<file path="src/rtl/rv32i_pkg.sv">
// Shared RV32I core types and widths used by the fetch stage.
// Pure declarations: no logic, no latency.
// No flow control of its own.
package rv32i_pkg;

  localparam int DPW    = 32;
  localparam int ILEN   = 32;
  localparam int PC_INC = 4;

  typedef enum logic [2:0] {
    BOOT,
    REQ,
    WAIT,
    SQUASH,
    HOLD
  } fetch_state_t;

endpackage

</file>
<file path="src/rtl/fetch_ctrl_if.sv">
// Instruction-memory request/response port between fetch control and imem.
// Request is valid/ready; response is a single pulse per accepted request.
// Response has no backpressure: the requester must always take it.
interface fetch_ctrl_if #(
  parameter int DPW  = rv32i_pkg::DPW,
  parameter int ILEN = rv32i_pkg::ILEN
);

  logic            imem_req_valid;
  logic            imem_req_ready;
  logic [DPW-1:0]  imem_req_addr;
  logic            imem_rsp_valid;
  logic [ILEN-1:0] imem_rsp_data;

  modport master (
    output imem_req_valid,
    output imem_req_addr,
    input  imem_req_ready,
    input  imem_rsp_valid,
    input  imem_rsp_data
  );

  modport slave (
    input  imem_req_valid,
    input  imem_req_addr,
    output imem_req_ready,
    output imem_rsp_valid,
    output imem_rsp_data
  );

endinterface

</file>
<file path="src/rtl/fetch_ctrl.sv">
// Fetch-stage sequencer: drives PCNext/stallF/flushF and one imem request at a time.
// Outputs are combinational from state and inputs; instruction is delivered the cycle the response arrives.
// Holds a response in a one-entry buffer while decode stalls; redirects always win over delivery.
module fetch_ctrl #(
  parameter int DPW  = rv32i_pkg::DPW,
  parameter int ILEN = rv32i_pkg::ILEN
) (
  input  logic            clk,
  input  logic            rst_n,
  input  logic [DPW-1:0]  PCF,
  input  logic            redirect_valid,
  input  logic [DPW-1:0]  redirect_pc,
  input  logic            stallD,
  fetch_ctrl_if.master    imem,
  output logic [DPW-1:0]  PCNext,
  output logic            stallF,
  output logic            flushF,
  output logic            instr_valid,
  output logic [ILEN-1:0] instrF,
  output logic [DPW-1:0]  instr_pc
);
  import rv32i_pkg::*;

  fetch_state_t    r_state;
  fetch_state_t    w_state_nxt;
  logic [ILEN-1:0] r_hold;
  logic            w_hold_load;
  logic            w_req_valid;
  logic            w_req_ready;
  logic            w_rsp_valid;
  logic [ILEN-1:0] w_rsp_data;
  logic [DPW-1:0]  w_req_addr;
  logic [DPW-1:0]  w_pc_seq;

  assign w_req_ready         = imem.imem_req_ready;
  assign w_rsp_valid         = imem.imem_rsp_valid;
  assign w_rsp_data          = imem.imem_rsp_data;
  assign imem.imem_req_valid = w_req_valid;
  assign imem.imem_req_addr  = w_req_addr;

  // The request address and the delivered PC are both the live PC register
  // value; PCF only moves once the instruction has left this block.
  assign w_req_addr = PCF;
  assign instr_pc   = PCF;
  assign w_pc_seq   = PCF + DPW'(PC_INC);

  // State register.
  always_ff @(posedge clk or negedge rst_n) begin
    if (!rst_n) r_state <= BOOT;
    else        r_state <= w_state_nxt;
  end

  // Hold buffer: captures the response when decode cannot take it.
  always_ff @(posedge clk or negedge rst_n) begin
    if (!rst_n)           r_hold <= '0;
    else if (w_hold_load) r_hold <= w_rsp_data;
  end

  // Next state and all fetch-side outputs; defaults hold the PC and idle imem.
  always_comb begin
    w_state_nxt = r_state;
    w_hold_load = 1'b0;
    w_req_valid = 1'b0;
    PCNext      = PCF;
    stallF      = 1'b1;
    flushF      = 1'b0;
    instr_valid = 1'b0;
    instrF      = '0;

    unique case (r_state)
      BOOT: begin
        // Flush loads PC=0; any redirect or stray response is ignored.
        flushF      = 1'b1;
        stallF      = 1'b0;
        PCNext      = '0;
        w_state_nxt = REQ;
      end

      REQ: begin
        if (redirect_valid) begin
          stallF = 1'b0;
          PCNext = redirect_pc;
        end else begin
          w_req_valid = 1'b1;
          if (w_req_ready) w_state_nxt = WAIT;
        end
      end

      WAIT: begin
        if (w_rsp_valid) begin
          if (redirect_valid) begin
            // Wrong-path instruction: drop it and go fetch the target.
            stallF      = 1'b0;
            PCNext      = redirect_pc;
            w_state_nxt = REQ;
          end else if (!stallD) begin
            instr_valid = 1'b1;
            instrF      = w_rsp_data;
            stallF      = 1'b0;
            PCNext      = w_pc_seq;
            w_state_nxt = REQ;
          end else begin
            instr_valid = 1'b1;
            instrF      = w_rsp_data;
            w_hold_load = 1'b1;
            w_state_nxt = HOLD;
          end
        end else if (redirect_valid) begin
          // The in-flight response is now stale; wait it out before re-requesting.
          stallF      = 1'b0;
          PCNext      = redirect_pc;
          w_state_nxt = SQUASH;
        end
      end

      SQUASH: begin
        if (redirect_valid) begin
          stallF = 1'b0;
          PCNext = redirect_pc;
        end
        if (w_rsp_valid) w_state_nxt = REQ;
      end

      HOLD: begin
        instr_valid = 1'b1;
        instrF      = r_hold;
        if (redirect_valid) begin
          instr_valid = 1'b0;
          stallF      = 1'b0;
          PCNext      = redirect_pc;
          w_state_nxt = REQ;
        end else if (!stallD) begin
          stallF      = 1'b0;
          PCNext      = w_pc_seq;
          w_state_nxt = REQ;
        end
      end

      default: w_state_nxt = BOOT;
    endcase
  end

endmodule

</file>
<file path="src/flat_wrapper.sv">
// flat-port wrapper written by rule: the top's interface ports become plain ports
module fetch_ctrl_flat import rv32i_pkg::*;
#(
  parameter int DPW  = rv32i_pkg::DPW,
  parameter int ILEN = rv32i_pkg::ILEN
)
  (clk, rst_n, PCF, redirect_valid, redirect_pc, stallD, PCNext, stallF, flushF, instr_valid, instrF, instr_pc, imem_imem_req_valid, imem_imem_req_addr, imem_imem_req_ready, imem_imem_rsp_valid, imem_imem_rsp_data);
  fetch_ctrl_if #(.DPW(DPW), .ILEN(ILEN)) imem_i ();
  input  logic clk;
  input  logic rst_n;
  input  logic [DPW-1:0] PCF;
  input  logic redirect_valid;
  input  logic [DPW-1:0] redirect_pc;
  input  logic stallD;
  output logic [DPW-1:0] PCNext;
  output logic stallF;
  output logic flushF;
  output logic instr_valid;
  output logic [ILEN-1:0] instrF;
  output logic [DPW-1:0] instr_pc;
  output wire logic [$bits(imem_i.imem_req_valid)-1:0] imem_imem_req_valid;
  output wire logic [$bits(imem_i.imem_req_addr)-1:0] imem_imem_req_addr;
  input wire logic [$bits(imem_i.imem_req_ready)-1:0] imem_imem_req_ready;
  input wire logic [$bits(imem_i.imem_rsp_valid)-1:0] imem_imem_rsp_valid;
  input wire logic [$bits(imem_i.imem_rsp_data)-1:0] imem_imem_rsp_data;
  assign imem_imem_req_valid = imem_i.imem_req_valid;
  assign imem_imem_req_addr = imem_i.imem_req_addr;
  assign imem_i.imem_req_ready = imem_imem_req_ready;
  assign imem_i.imem_rsp_valid = imem_imem_rsp_valid;
  assign imem_i.imem_rsp_data = imem_imem_rsp_data;
  fetch_ctrl #(.DPW(DPW), .ILEN(ILEN)) u_core (.clk(clk), .rst_n(rst_n), .PCF(PCF), .redirect_valid(redirect_valid), .redirect_pc(redirect_pc), .stallD(stallD), .imem(imem_i), .PCNext(PCNext), .stallF(stallF), .flushF(flushF), .instr_valid(instr_valid), .instrF(instrF), .instr_pc(instr_pc));
endmodule
</file>
<file path="config.mk">
export PLATFORM = sky130hd
export DESIGN_NAME = fetch_ctrl_flat
export DESIGN_NICKNAME = d
export VERILOG_FILES = /design/src/rtl/rv32i_pkg.sv /design/src/rtl/fetch_ctrl_if.sv /design/src/rtl/fetch_ctrl.sv /design/src/flat_wrapper.sv
export SDC_FILE = /design/constraint.sdc
export NUM_CORES = 1
export LEC_CHECK = 0
export BUFFER_PORTS_ARGS = -buffer_cell sky130_fd_sc_hd__buf_2
export CORE_MARGIN = 4
export CORE_UTILIZATION = 40
export CTS_CLUSTER_DIAMETER = 120
export CTS_CLUSTER_SIZE = 14
export DETAILED_ROUTE_END_ITERATION = 7
export PLACE_DENSITY = 0.79
export SLEW_MARGIN = 20
export SYNTH_ARGS = -nofsm -noshare
export SYNTH_HDL_FRONTEND = slang
export SYNTH_SLANG_ARGS = --single-unit
</file>
<file path="constraint.sdc">
create_clock -name clk -period 2.5 [get_ports clk]
set_clock_uncertainty 0.15 [all_clocks]
set_input_delay 0.5 -clock clk [delete_from_list [all_inputs] [get_ports clk]]
set_output_delay 0.5 -clock clk [all_outputs]
set_load 0.05 [all_outputs]
</file>
==> Word-level counts from Yosys, hierarchy flattened <==
Cells that the tools add are included.
{ "op_classes": {"eq_ne": 9, "n_mux": 29, "n_reduce_logical": 3, "addsub": 1} }
{ "ops": {"columns": ["operator", "n"], "rows": [
  ["2-to-1 mux 32 bit", 6],
  ["one-hot mux 32 bit (4 select lines)", 1],
  ["one-hot mux 32 bit (2 select lines)", 1],
  ["adder 32 x 3 -> 32 bit (second input constant)", 1],
  ["2-to-1 mux 3 bit", 9],
  ["one-hot mux 3 bit (5 select lines)", 1],
  ["2-to-1 mux 1 bit", 9],
  ["equality test 3 x 2 -> 1 bit (second input constant)", 2],
  ["inequality test 2 bit (second input constant)", 3],
  ["inequality test 3 bit (second input constant)", 2],
  ["AND reduction 5 bit", 1],
  ["one-hot mux 1 bit (4 select lines)", 1],
  ["equality test 3 x 1 -> 1 bit (second input constant)", 1],
  ["equality test 3 bit (second input constant)", 1],
  ["logical NOT 3 bit", 1],
  ["one-hot mux 1 bit (2 select lines)", 1],
  ["OR reduction 2 bit", 1]
]} }
{ "totals": {"out_inout_bits": 132, "wordCells": 44, "inputBits": 102, "regBits": 35} }

==> Logic depth before layout (Yosys ltp) <==
{ "depth": {"ltp_word": 5, "mapped_depth": 8, "mapped_depth_nobuf": 6} }

==> Least setup slack after synthesis <==
Ideal clock, no wire load.
{ "synth_path": {"path_kind": "input to output", "startpoint": "in imem_imem_rsp_valid", "endpoint": "out PCNext[16]", "required_time_ns": 1.850, "n_path_buf": 0, "path_stages": 5, "path_slack_ns": -1.437, "arrival_time_ns": 3.287, "cell_sequence": "nand3b_1 -> a211o_1 -> clkinv_1 -> nand2_1 -> o311ai_0"} }
{ "synth_via": {"elab_chain_len": 2} }
{ "synth_rtl": {"columns": ["element", "line", "source"], "rows": [
  ["from (decl)", "flat_wrapper.sv:24", "input wire logic [$bits(imem_i.imem_rsp_valid)-1:0] imem_imem_rsp_valid;"],
  ["2-to-1 mux 32 bit", "fetch_ctrl.sv:90", "if (w_rsp_valid) begin"],
  ["one-hot mux 32 bit (4 select lines)", "fetch_ctrl.sv:70", "unique case (r_state)"],
  ["to (decl)", "flat_wrapper.sv:15", "output logic [DPW-1:0] PCNext;"]
]} }
Every way passes these cells.

==> Worst setup path in the final report <==
{ "layout_path": {"startpoint": "in PCF[3]", "endpoint": "out PCNext[24]"} }
{ "layout_via": {"elab_chain_len": 5} }
{ "layout_rtl": {"columns": ["element", "line", "source"], "rows": [
  ["from (decl)", "flat_wrapper.sv:11", "input logic [DPW-1:0] PCF;"],
  ["adder 32 x 3 -> 32 bit (*)", "fetch_ctrl.sv:45", "assign w_pc_seq = PCF + DPW'(PC_INC);"],
  ["2-to-1 mux 32 bit (*)", "fetch_ctrl.sv:96, fetch_ctrl.sv:132", null],
  ["2-to-1 mux 32 bit (*)", "fetch_ctrl.sv:91", "if (redirect_valid) begin"],
  ["2-to-1 mux 32 bit", "fetch_ctrl.sv:90", null],
  ["one-hot mux 32 bit (4 select lines) (*)", "fetch_ctrl.sv:70", null]
]} }
Mark *: on every way between the ends. The rest lies on a longest branch, timed or not.

==> metrics <==
Worst-path clk slew=roughly 0.070 ns; CP max-delay cell=nor4_4; worst setup path class=in2out; Crit path top cell by count=buf_6; flops & latches, synth=35; metal3 WL=~2.1 mm; Mean Syn Cell Area=8.10 µm²; worst hold path type=in2async; Tcrit/Tclk final=121%; Die ar.=roughly 11000 µm²; cell accounting for the most synthesized area=dfrtp_1; IO buf count=approximately 230; max layer used=met4; CP max stage delay=approximately 0.38 ns; Post-CTS Hold Fix Bufs=0; worst-margin pin slew=between 0.7 and 0.8 ns; FF-to-FF End=u_core.r_hold[4]; syn nets=565; post-DR vias/cell=between 6 and 7; crit end category=output pin; GR Overflow Total=0; CTS Buf Count=5; Synth Instances=between 400 and 500; Worst setup SP type=input pin; CP cell instances=buf_8 -> ha_4 -> nand4b_1 -> nor4_4 -> nand4_4 -> buf_6 -> a21o_2 -> a221o_2 -> buf_6; Synth area leaders=dfrtp_1, buf_4, mux2_2, a22o_1, a21oi_1; initial core utilization=between 40 and 50%; drt total wl=~20 mm; Worst EP arrival=2.37 ns; met2 routed WL=about 10 mm; share of post-route cells with drive strength above 1=71.7%; fmax=around 330 MHz; Starting DRT DRC Count=545; area grow syn2layout=98.4%; Synth cell types=between 60 and 70; Final Hold Fails=0; worst r2r path cells=9; RD Place Congestion=0.928; area of the core=9150 µm²; total of max-cap violations=0; WHS=0.144 ns; CTS sink cnt=35; post-route ant nets=0; Skew-Pair Late Insertion Delay=between 0.2 and 0.3 ns; Top Ports=approximately 230; first-pass GRT wire length=between 20 and 30 mm; CP max FO=4; detailed-route DRC error count=0; die height=about 100 µm; largest net degree at the start of global routing=36; Final WS setup=-0.520 ns; total track usage=between 30% and 40%; Die Span X=105 µm; CP Buf/Inv Count=3; setup slack, reg-to-reg=0.24 ns; RSZ-0062 raised after global routing=true; layout net count=876; failing checks=setup timing; Final Util=around four fifths; Peak VDD IR=572 µV; Max Slew Vio Count=0; post-DR wirelength/cell=between 20 and 25 µm; H-Tree Level Count=2; mapped cell area=approximately 3700 µm²; Post-synth EDFFs=0; R2R Path Start=u_core.r_state[2]; P_leak=3.59 nW; outcome=finished, violations left; synth warn=0; Most used DFF post-synth=dfrtp_1; post-route cell area=around 7400 µm²; Pre-antenna DRT Iters=5; Post-Place Cell Area=roughly 5800 µm²; via count=5530; CTS tree=yes; minimum clock period after layout=around 3.0 ns; HPWL Detailed=around 12 mm; sequential area share after synthesis=a little under a quarter; pwr dens=roughly 380 nW/µm²; Worst Path Required=between 1.5 and 2 ns; slew margin rel.=48.6%; clock root cell=clkbuf_8; initial antenna violation count=1; # rows=35; number of setup violations in the final report=66; asr flop ratio synth=100%; CP top delay family=simple AND/OR/NAND/NOR gates; Yosys top cell area share=23.4%; CTS max path bufs=2; vias in the first global route=roughly 5400; Met1 Routed Length=approximately 6.9 mm
==> worst max path at each step <==
stage,end,depth (start not counted),start
after floorplan,PCNext[30],6,PCF[2]
after global placement,PCNext[30],8,PCF[2]
after detailed placement,PCNext[28],9,PCF[2]
after CTS,PCNext[26],9,PCF[3]
after global routing,PCNext[26],9,PCF[3]
final,PCNext[24],9,PCF[3]
==> final cells by class <==
type                       count  area [µm²]
antenna                        1        2.50
clock buffer                   8         100
fill                         463        1730
inverter                      11        53.8
multi-input combinational    326        3110
sequential                    35         877
tap                          111         139
timing repair buffer         394        3140
==> state kept, by name, summed over array words and instances (netlist names) <==
register	cells
u_core.r_hold	32
u_core.r_state	3
==> worst register-to-register path: cells and delay by family, from the launching register on <==
| kind | cells | cell delay (ns) |
|---|---|---|
| flip-flops | 1 | 0.42 |
| AND/OR/NAND/NOR | 3 | 0.45 |
| buffers and inverters | 5 | 0.81 |
| multiplexers | 1 | 0.31 |
==> through the flow <==
stage	setup WS, ns	total power [mW]	cells	TNS, ns
finish	-0.520	2.85	886	-15.52
global route	-0.571	2.94	886	-19.06
CTS	-0.458	2.74	876	-11.84
detailed placement	-0.533	2.05	830	-9.72
global placement	-0.528	2.02	830	-9.28
floorplan	-0.495	1.64	462	-6.17
==> metal layers <==
metal  vias up  GRT usage, %
li1       2303             -
met1      2627          33.7
met3       141          7.04
met2       459          55.5
met4         0          16.2
met5         -             0
==> report_power, final <==
group | switching [mW] | total (mW) | internal, mW
logic | 1.01 | 1.68 | 0.670
registers | 0.0560 | 0.714 | 0.658
clock network | 0.202 | 0.454 | 0.252
total | 1.27 | 2.85 | 1.58
==> cell usage in the layout, fill, tap and decap left out, types with 10 or more instances in the layout <==
| cell type | n |
|---|---|
| nand2_1 | 26 |
| a21oi_2 | 17 |
| buf_8 | 11 |
| nor2_1 | 24 |
| mux2_2 | 33 |
| a22o_1 | 32 |
| buf_4 | 111 |
| buf_2 | 162 |
| dfrtp_1 | 34 |
| buf_12 | 11 |
| buf_6 | 98 |
| inv_1 | 10 |
==> timing repair <==
action,CTS,global route
setup endpoints to repair,66,66
pin swaps,55,37
resized for setup,275,43
endpoints found under the hold margin,0,0
buffers inserted,37,14
cloned,4,0
==> kinds of logic after synthesis <==
group,synth area share [%]
buf+inv,16.7
xor+xnor,0.468
flops,23.4
mux,10.2
fa+ha+maj,1.14
simple gates,21.5
compound gates,26.6
==> synth_stat cells, types with 4 or more instances <==
| library cell | number |
|---|---|
| nor2_1 | 33 |
| o211ai_1 | 6 |
| a211oi_1 | 5 |
| a31oi_1 | 8 |
| inv_1 | 10 |
| nand2_1 | 31 |
| buf_1 | 5 |
| nor3_1 | 13 |
| and3_1 | 5 |
| dfrtp_1 | 35 |
| a21oi_1 | 28 |
| nand3_1 | 16 |
| a22o_1 | 33 |
| nand4_1 | 6 |
| nor2b_1 | 6 |
| o21ai_0 | 18 |
| and2_1 | 4 |
| clkbuf_1 | 20 |
| nand2b_1 | 7 |
| o311ai_0 | 5 |
| mux2_2 | 33 |
| buf_4 | 64 |
| o22ai_1 | 5 |
Note: power is estimated with default switching activity, not from simulation.
